$ cat src/rtl/hazard3_trigger_break_ctrl_pkg.sv
// Shared constants and types for the trigger break controller.
package hazard3_trigger_break_ctrl_pkg;

    localparam int W_ADDR_DEFAULT  = 32;
    localparam int HOLDOFF_DEFAULT = 2;

    // Break controller FSM states
    typedef enum logic [1:0] {
        BRK_IDLE    = 2'd0,
        BRK_HOLD    = 2'd1,
        BRK_HOLDOFF = 2'd2
    } brk_state_e;

    // Holdoff down-counter width: enough to hold HOLDOFF_CYCLES without wrapping
    function automatic int holdoff_cnt_w(input int n);
        return (n < 1) ? 1 : $clog2(n + 1);
    endfunction

endpackage

$ cat src/rtl/hazard3_trigger_break_ctrl_if.sv
// Break request handshake toward the trap/debug-entry logic.
interface hazard3_trigger_break_ctrl_if #(
    parameter int W_ADDR = 32
);
    logic              req_valid;
    logic              req_ready;
    logic              req_d_mode;
    logic [W_ADDR-1:0] req_pc;

    modport master (output req_valid, output req_d_mode, output req_pc, input req_ready);
    modport slave  (input req_valid, input req_d_mode, input req_pc, output req_ready);
endinterface

$ cat src/rtl/hazard3_trigger_break_ctrl.sv
// Turns the trigger unit's combinational PC match into a registered, handshaked
// break request, kills the matching decode instruction, and implements the
// skip-once rule for resuming onto a breakpointed PC.
module hazard3_trigger_break_ctrl
    import hazard3_trigger_break_ctrl_pkg::*;
#(
    parameter int W_ADDR         = W_ADDR_DEFAULT,
    parameter int HOLDOFF_CYCLES = HOLDOFF_DEFAULT
) (
    input  logic                    clk,
    input  logic                    rst,
    input  logic [W_ADDR-1:0]       pc_d,
    input  logic                    pc_d_vld,
    input  logic                    pc_d_stall,
    input  logic                    flush,
    input  logic                    trig_break_any,
    input  logic                    trig_break_d_mode,
    input  logic                    resume,
    input  logic [W_ADDR-1:0]       resume_pc,
    output logic                    kill_d,
    hazard3_trigger_break_ctrl_if.master req
);

    localparam int                CNT_W    = holdoff_cnt_w(HOLDOFF_CYCLES);
    localparam logic [CNT_W-1:0]  CNT_INIT = CNT_W'(HOLDOFF_CYCLES - 1);
    localparam logic [CNT_W-1:0]  CNT_ONE  = CNT_W'(1);

    brk_state_e        state_q, state_d;
    logic [CNT_W-1:0]  cnt_q, cnt_d;
    logic              req_valid_q, req_valid_d;
    logic              req_d_mode_q, req_d_mode_d;
    logic [W_ADDR-1:0] req_pc_q, req_pc_d;
    logic              skip_arm_q, skip_arm_d;
    logic [W_ADDR-1:0] skip_pc_q, skip_pc_d;
    logic              hit;
    logic              advance;

    // Qualified match: the skip latch suppresses only the exact resume PC
    always_comb begin
        advance = pc_d_vld && !pc_d_stall;
        hit     = pc_d_vld && trig_break_any && !(skip_arm_q && (pc_d == skip_pc_q));
        kill_d  = !rst && (((state_q == BRK_IDLE) && hit) || (state_q == BRK_HOLD));
    end

    // Next-state for FSM, holdoff counter, request payload and skip latch
    always_comb begin
        state_d      = state_q;
        cnt_d        = cnt_q;
        req_d_mode_d = req_d_mode_q;
        req_pc_d     = req_pc_q;
        skip_arm_d   = skip_arm_q;
        skip_pc_d    = skip_pc_q;

        case (state_q)
            BRK_IDLE: begin
                // A same-cycle flush means the instruction is gone anyway
                if (hit && !flush) begin
                    state_d      = BRK_HOLD;
                    req_d_mode_d = trig_break_d_mode;
                    req_pc_d     = pc_d;
                end
            end
            BRK_HOLD: begin
                // Acceptance beats a concurrent flush: the handshake has completed
                if (req.req_ready) begin
                    if (HOLDOFF_CYCLES <= 1) begin
                        state_d = BRK_IDLE;
                    end else begin
                        state_d = BRK_HOLDOFF;
                        cnt_d   = CNT_INIT;
                    end
                end else if (flush) begin
                    state_d = BRK_IDLE;
                end
            end
            BRK_HOLDOFF: begin
                if (cnt_q == '0) state_d = BRK_IDLE;
                else             cnt_d   = cnt_q - CNT_ONE;
            end
            default: state_d = BRK_IDLE;
        endcase

        // Resume arms the skip even if decode advances or flushes the same cycle
        if (resume) begin
            skip_arm_d = 1'b1;
            skip_pc_d  = resume_pc;
        end else if (advance || flush) begin
            skip_arm_d = 1'b0;
        end

        req_valid_d = (state_d == BRK_HOLD);
    end

    // State registers; reset drops any pending request immediately
    always_ff @(posedge clk or posedge rst) begin
        if (rst) begin
            state_q      <= BRK_IDLE;
            cnt_q        <= '0;
            req_valid_q  <= 1'b0;
            req_d_mode_q <= 1'b0;
            req_pc_q     <= '0;
            skip_arm_q   <= 1'b0;
            skip_pc_q    <= '0;
        end else begin
            state_q      <= state_d;
            cnt_q        <= cnt_d;
            req_valid_q  <= req_valid_d;
            req_d_mode_q <= req_d_mode_d;
            req_pc_q     <= req_pc_d;
            skip_arm_q   <= skip_arm_d;
            skip_pc_q    <= skip_pc_d;
        end
    end

    assign req.req_valid  = req_valid_q;
    assign req.req_d_mode = req_d_mode_q;
    assign req.req_pc     = req_pc_q;

endmodule

$ cat src/flat_wrapper.sv
// flat-port wrapper written by rule: the top's interface ports become plain ports
module hazard3_trigger_break_ctrl_flat import hazard3_trigger_break_ctrl_pkg::*;
#(
    parameter int W_ADDR         = W_ADDR_DEFAULT,
    parameter int HOLDOFF_CYCLES = HOLDOFF_DEFAULT
)
  (clk, rst, pc_d, pc_d_vld, pc_d_stall, flush, trig_break_any, trig_break_d_mode, resume, resume_pc, kill_d, req_req_valid, req_req_d_mode, req_req_pc, req_req_ready);
  hazard3_trigger_break_ctrl_if #(.W_ADDR(W_ADDR)) req_i ();
  input  logic clk;
  input  logic rst;
  input  logic [W_ADDR-1:0] pc_d;
  input  logic pc_d_vld;
  input  logic pc_d_stall;
  input  logic flush;
  input  logic trig_break_any;
  input  logic trig_break_d_mode;
  input  logic resume;
  input  logic [W_ADDR-1:0] resume_pc;
  output logic kill_d;
  output wire logic [$bits(req_i.req_valid)-1:0] req_req_valid;
  output wire logic [$bits(req_i.req_d_mode)-1:0] req_req_d_mode;
  output wire logic [$bits(req_i.req_pc)-1:0] req_req_pc;
  input wire logic [$bits(req_i.req_ready)-1:0] req_req_ready;
  assign req_req_valid = req_i.req_valid;
  assign req_req_d_mode = req_i.req_d_mode;
  assign req_req_pc = req_i.req_pc;
  assign req_i.req_ready = req_req_ready;
  hazard3_trigger_break_ctrl #(.W_ADDR(W_ADDR), .HOLDOFF_CYCLES(HOLDOFF_CYCLES)) u_core (.clk(clk), .rst(rst), .pc_d(pc_d), .pc_d_vld(pc_d_vld), .pc_d_stall(pc_d_stall), .flush(flush), .trig_break_any(trig_break_any), .trig_break_d_mode(trig_break_d_mode), .resume(resume), .resume_pc(resume_pc), .kill_d(kill_d), .req(req_i));
endmodule
$ cat config.mk
export PLATFORM = sky130hd
export DESIGN_NAME = hazard3_trigger_break_ctrl_flat
export DESIGN_NICKNAME = d
export VERILOG_FILES = /design/src/rtl/hazard3_trigger_break_ctrl_pkg.sv /design/src/rtl/hazard3_trigger_break_ctrl_if.sv /design/src/rtl/hazard3_trigger_break_ctrl.sv /design/src/flat_wrapper.sv
export SDC_FILE = /design/constraint.sdc
export NUM_CORES = 1
export LEC_CHECK = 0
export CAP_MARGIN = 15
export CORE_MARGIN = 2
export CORE_UTILIZATION = 45
export DETAILED_ROUTE_END_ITERATION = 12
export GPL_ROUTABILITY_DRIVEN = 0
export HOLD_SLACK_MARGIN = 0.03
export PLACE_DENSITY = 0.81
export RECOVER_POWER = 25
export SLEW_MARGIN = 20
export SYNTH_ARGS = -nofsm -noshare
export SYNTH_HDL_FRONTEND = slang
export SYNTH_SLANG_ARGS = --single-unit
export TNS_END_PERCENT = 1
$ cat constraint.sdc
create_clock -name clk -period 4.35 [get_ports clk]
set_input_delay 0.87 -clock clk [delete_from_list [all_inputs] [get_ports clk]]
set_output_delay 0.87 -clock clk [all_outputs]
set_load 0.05 [all_outputs]
# Word level (Yosys, flattened, before mapping)

Index checks and enable logic that the tools add are counted.

Add/sub/neg operators: 1
$mul: 0
Div/mod/pow operators: 0
Magnitude comparators: 0
Equal/unequal tests: 6
Shift operators: 0
Multiplexer cells: 10
Bitwise logic cells: 0
Reductions and logical operators: 19

Operators with widths:

| operator              | number |
|---|---|
| $eq A32 B32 Y1        | 1 |
| $mux W2               | 6 |
| $logic_and A1 B1 Y1   | 7 |
| $pmux W2 S3           | 1 |
| $eq A2 B1 Y1 const B  | 2 |
| $logic_not A1 Y1      | 4 |
| $logic_not A2 Y1      | 2 |
| $ne A2 B2 Y1 const B  | 2 |
| $pmux W2 S2           | 1 |
| $reduce_bool A2 Y1    | 2 |
| $reduce_and A3 Y1     | 1 |
| $eq A2 B2 Y1 const B  | 1 |
| $logic_or A1 B1 Y1    | 2 |
| $mux W1               | 2 |
| $reduce_and A2 Y1     | 1 |
| $sub A2 B1 Y2 const B | 1 |

Bits in registers: 71
Bits in latches: 0
RAM bits: 0
ROM bits: 0
Bits of input ports: 73
Output and inout port bits: 35
Word-level logic and storage cells: 43
Memories kept: 0

# Longest topological paths before layout

Word-level depth: 8
Gate-level depth with buffers: 6
Mapped depth without buffers: 5

# Least setup slack after synthesis

OpenSTA, ideal clock, no wires.

Path type: input to output
Start point: input port pc_d[4]
End point: output port kill_d
Arrival: 2.726 ns
Required time: 3.480 ns
Slack: 0.754 ns
Cell stages on the path: 5
Path buffers: 0
Path through: xor2_1 > or4_1 > or4b_4 > nor4_4 > a311oi_1

Longest elaborated chain between the ends: 7

RTL lines:

| what                | line                             | RTL |
|---|---|---|
| start, declared     | flat_wrapper.sv:11               | `input logic [W_ADDR-1:0] pc_d;` |
| $eq A32 B32 Y1      | hazard3_trigger_break_ctrl.sv:41 | `hit = pc_d_vld && trig_break_any && !(skip_arm_q && (pc_d == skip_pc_q));` |
| $logic_and A1 B1 Y1 | hazard3_trigger_break_ctrl.sv:41 |  |
| $logic_not A1 Y1    | hazard3_trigger_break_ctrl.sv:41 |  |
| $logic_and A1 B1 Y1 | hazard3_trigger_break_ctrl.sv:41 |  |
| $logic_and A1 B1 Y1 | hazard3_trigger_break_ctrl.sv:42 | `kill_d = !rst && (((state_q == BRK_IDLE) && hit) \|\| (state_q == BRK_HOLD));` |
| $logic_or A1 B1 Y1  | hazard3_trigger_break_ctrl.sv:42 |  |
| $logic_and A1 B1 Y1 | hazard3_trigger_break_ctrl.sv:42 |  |
| end, declared       | flat_wrapper.sv:19               | `output logic kill_d;` |

Every way passes these cells.

# Worst setup path after layout

Same ends and word-level chain as after synthesis.

==> impl_metrics.csv <==
group,metric,value,unit
status,status,"finished, violations left",
status,failed_checks,"max-capacitance violations, max-slew violations",
clocking,post-cts-setup-buffers,0,
critical_path,arrival,3270,ps
worst_hold_path,hold_path_class,"reg -> reg",
synthesis,ys_ff_latch,71,
synthesis,syn-cell-area,3170,um^2
clocking,clock_path_buffers,2,
synthesis,synth_nets,306,
critical_path,cp_slowest_stage_delay,560,ps
sta,fin_setup_tns,0,ps
final_layout,finalNonFillerCells,446,
sta,grt_setup_unrepaired,"no",
final_layout,diodes,0,
clocking,h-tree-depth,3,
run,drv_cap,1,
synthesis,seq_area_frac_synth,56.1,%
drt,avgRoutedWirePerCell,16.3,um
clocking,cts-root-buf,"clkbuf_8",
sta,skew,5.32,ps
drt,vias,2246,
placement,dp.cells,431,
global_route,grt_max_degree,34,
synthesis,synth_cell_types,30,
drt,drc_errors,0,
critical_path,path_class,"in -> out",
die,ioPinCount,108,
die,die_area,7720,um^2
pwr,internal-power,1500,uW
final_layout,nNetsFinal,420,
sta,relSlewSlack,-21.1,%
final_layout,final_area,4540,um^2
sta,max_slew.worst_pin.slew,1820,ps
final_layout,drive_gt1_share,22.0,%
drt,first_pass_iters,4,
placement,place_hpwl,5710,um
placement,dp_slack,218,ps
clocking,cts_num_sinks,71,
critical_path,crit_required,3480,ps
pwr,vdd_drop_max,0.000334,V
global_route,grt_first_pass_wirelength,11600,um
clocking,cts_hold_buf,0,
critical_path,slowest_stage,"or4_1",
die,fp.dieW,87.9,um
synthesis,synth_top_cells_by_area,"dfrtp_1, mux2_2, xnor2_1",
pwr,p_per_area,554,nW/um^2
global_route,antenna_found_initial,0,
die,num_rows,30,
critical_path,cp_max_fo,3,
pwr,p_comb_share,45.3,%
critical_path,cp-start-kind,"input port",
sta,timing.final.crit_period,4140,ps
clocking,cts_tree,"built",
pwr,p_sw_share,40.4,%
global_route,grt_pass1_vias,2399,
synthesis,yosys.area.top_type,"dfrtp_1",
sta,fin_ws,206,ps
clocking,clk_latency,330,ps
sta,report.final.slew_viol_count,34,
clocking,cts_resized,0,
synthesis,ys_warn_count,0,
pwr,clockPowerShare,17.7,%
die,coreArea,6790,um^2
pwr,p_leak,0.00181,uW
sta,post-route-period-util,95.3,%
drt,drt_wl_total,7290,um
drt,drt-vias-per-instance,5.04,
synthesis,syn_avg_cell_area,13.6,um^2
critical_path,crit_buf_inv,2,
critical_path,worstSetupEndpointType,"output pin",
clocking,path_clk_slew,70,ps
synthesis,syn_inst,232,
sta,max_freq,241,MHz
synthesis,synth.top_cell.area_share,56.1,%
die,die_y,87.9,um
sta,hold_viol_final,0,
global_route,grt_use_total,20.3,%
final_layout,syn_to_final_growth,43.5,%
pwr,pwr-share-seq,37.0,%
drt,drtAntennaViolNets,0,
critical_path,crit_chain,"clkdlybuf4s50_1 -> xor2_1 -> or4_1 -> or4b_4 -> nor4_4 -> a311oi_1 -> buf_4",
sta,setup-violations-final,0,
die,start_util,46.6,%
placement,placed_area,4390,um^2
global_route,grt_overflow,0,
placement,port_buffers,107,
clocking,cts_buffers,9,
pwr,power_switching,1020,uW
critical_path,crit_family,"simple AND/OR/NAND/NOR gates",
drt,drt_iter0_markers,68,
==> state kept, by name (all words and copies together), names as in the netlist <==
signal                 cells
u_core.cnt_q               2
u_core.req.req_d_mode      1
u_core.req.req_pc         32
u_core.req.req_valid       1
u_core.skip_arm_q          1
u_core.skip_pc_q          32
u_core.state_q             2
==> cell usage in the layout (no fill, tap or decap), types with 3 or more instances in the layout <==
cell / netlist / routed
nor4_1: 3 / 3
mux2_1: 11 / 11
mux2_2: 54 / 54
nor2_1: 3 / 3
nand2_1: 9 / 9
inv_1: 4 / 4
nand4_1: 9 / 9
xnor2_1: 27 / 27
clkbuf_8: 0 / 10
o21ai_0: 3 / 3
xor2_1: 6 / 6
clkbuf_1: 5 / 3
clkinv_2: 0 / 3
clkdlybuf4s50_1: 0 / 104
dfrtp_1: 71 / 71
==> cell families after synthesis <==
logic type	Yosys count	share of synthesized area [%]
simple gates	38	7.23
fa+ha+maj	1	0.395
flops	71	56.1
compound gates	12	2.45
xor+xnor	33	9.13
buf+inv	12	1.54
mux	65	23.1
==> power groups by stage <==
stage / combinational (uW) / clock, uW / sequential (uW)
CTS: 1150 / 459 / 933
detailed placement: 1140 / 0 / 946
finish: 1140 / 445 / 932
global route: 1190 / 488 / 953
global placement: 1120 / 0 / 934
floorplan: 267 / 0 / 1390
==> worst register-to-register path, delay by kind of cell, from the launching register on <==
family,cells,cell delay (ps)
multiplexers,1,340
flip-flops,1,390
AND/OR/NAND/NOR,2,580
AO/OA/AOI/OAI,1,350
XOR/XNOR,1,330
buffers and inverters,1,280
==> stage by stage <==
step | hold WS, ps | total power, uW | utilization [%]
6_report | 489 | 2520 | 66.9
5_1_grt | 515 | 2640 | 66.9
4_1_cts | 490 | 2540 | 67.0
3_5_place_dp | 474 | 2090 | 64.5
3_3_place_gp | 466 | 2050 | 64.1
2_1_floorplan | 501 | 1660 | -
==> path summary, 6_finish.rpt <==
kind	startpoint	endpoint	slack (ps)	cells past startpoint
max reg2reg	u_core.skip_pc_q[5]	u_core.req.req_pc[5]	1970	6
max in group asynchronous	rst	u_core.req.req_pc[30]	1590	3
min in group asynchronous	rst	u_core.skip_pc_q[28]	1200	2
min reg2reg	u_core.req.req_pc[31]	u_core.req.req_pc[31]	490	1
min	u_core.req.req_pc[31]	u_core.req.req_pc[31]	490	1
max	pc_d[4]	kill_d	210	7
==> final cells by class <==
class                   instances  area [um^2]
inverters                       4         15.0
fillers                       532         2250
clock buffers                  11          141
multi-input cells             149         1360
well taps                      96          120
repair buffers                111         1110
clock inverters                 4         22.5
flip-flops and latches         71         1780
==> Yosys cell counts <==
library cell / n
or4b_4: 1
a311oi_1: 2
nor3_1: 2
xor2_1: 6
a21oi_1: 2
mux2_1: 11
inv_1: 4
o21ai_0: 3
nand2_1: 9
nor4_4: 1
or3_1: 1
a31oi_1: 3
or3b_2: 1
xnor2_1: 27
mux2_2: 54
clkbuf_1: 5
ha_1: 1
dfrtp_1: 71
a31o_2: 1
o211ai_1: 1
nand2b_1: 2
nor2_1: 3
nand4_1: 9
nand3_1: 2
or4_1: 1
and3_1: 1
buf_2: 3
nor2b_1: 1
or2_2: 1
nor4_1: 3
==> layer usage <==
layer  share of wire, %  GRT usage, %
met1                 44          26.0
met4                2.1          8.25
met2                 47          32.2
met5                  0             0
met3                7.2          6.41
Note: power is estimated with default switching activity, not from simulation.
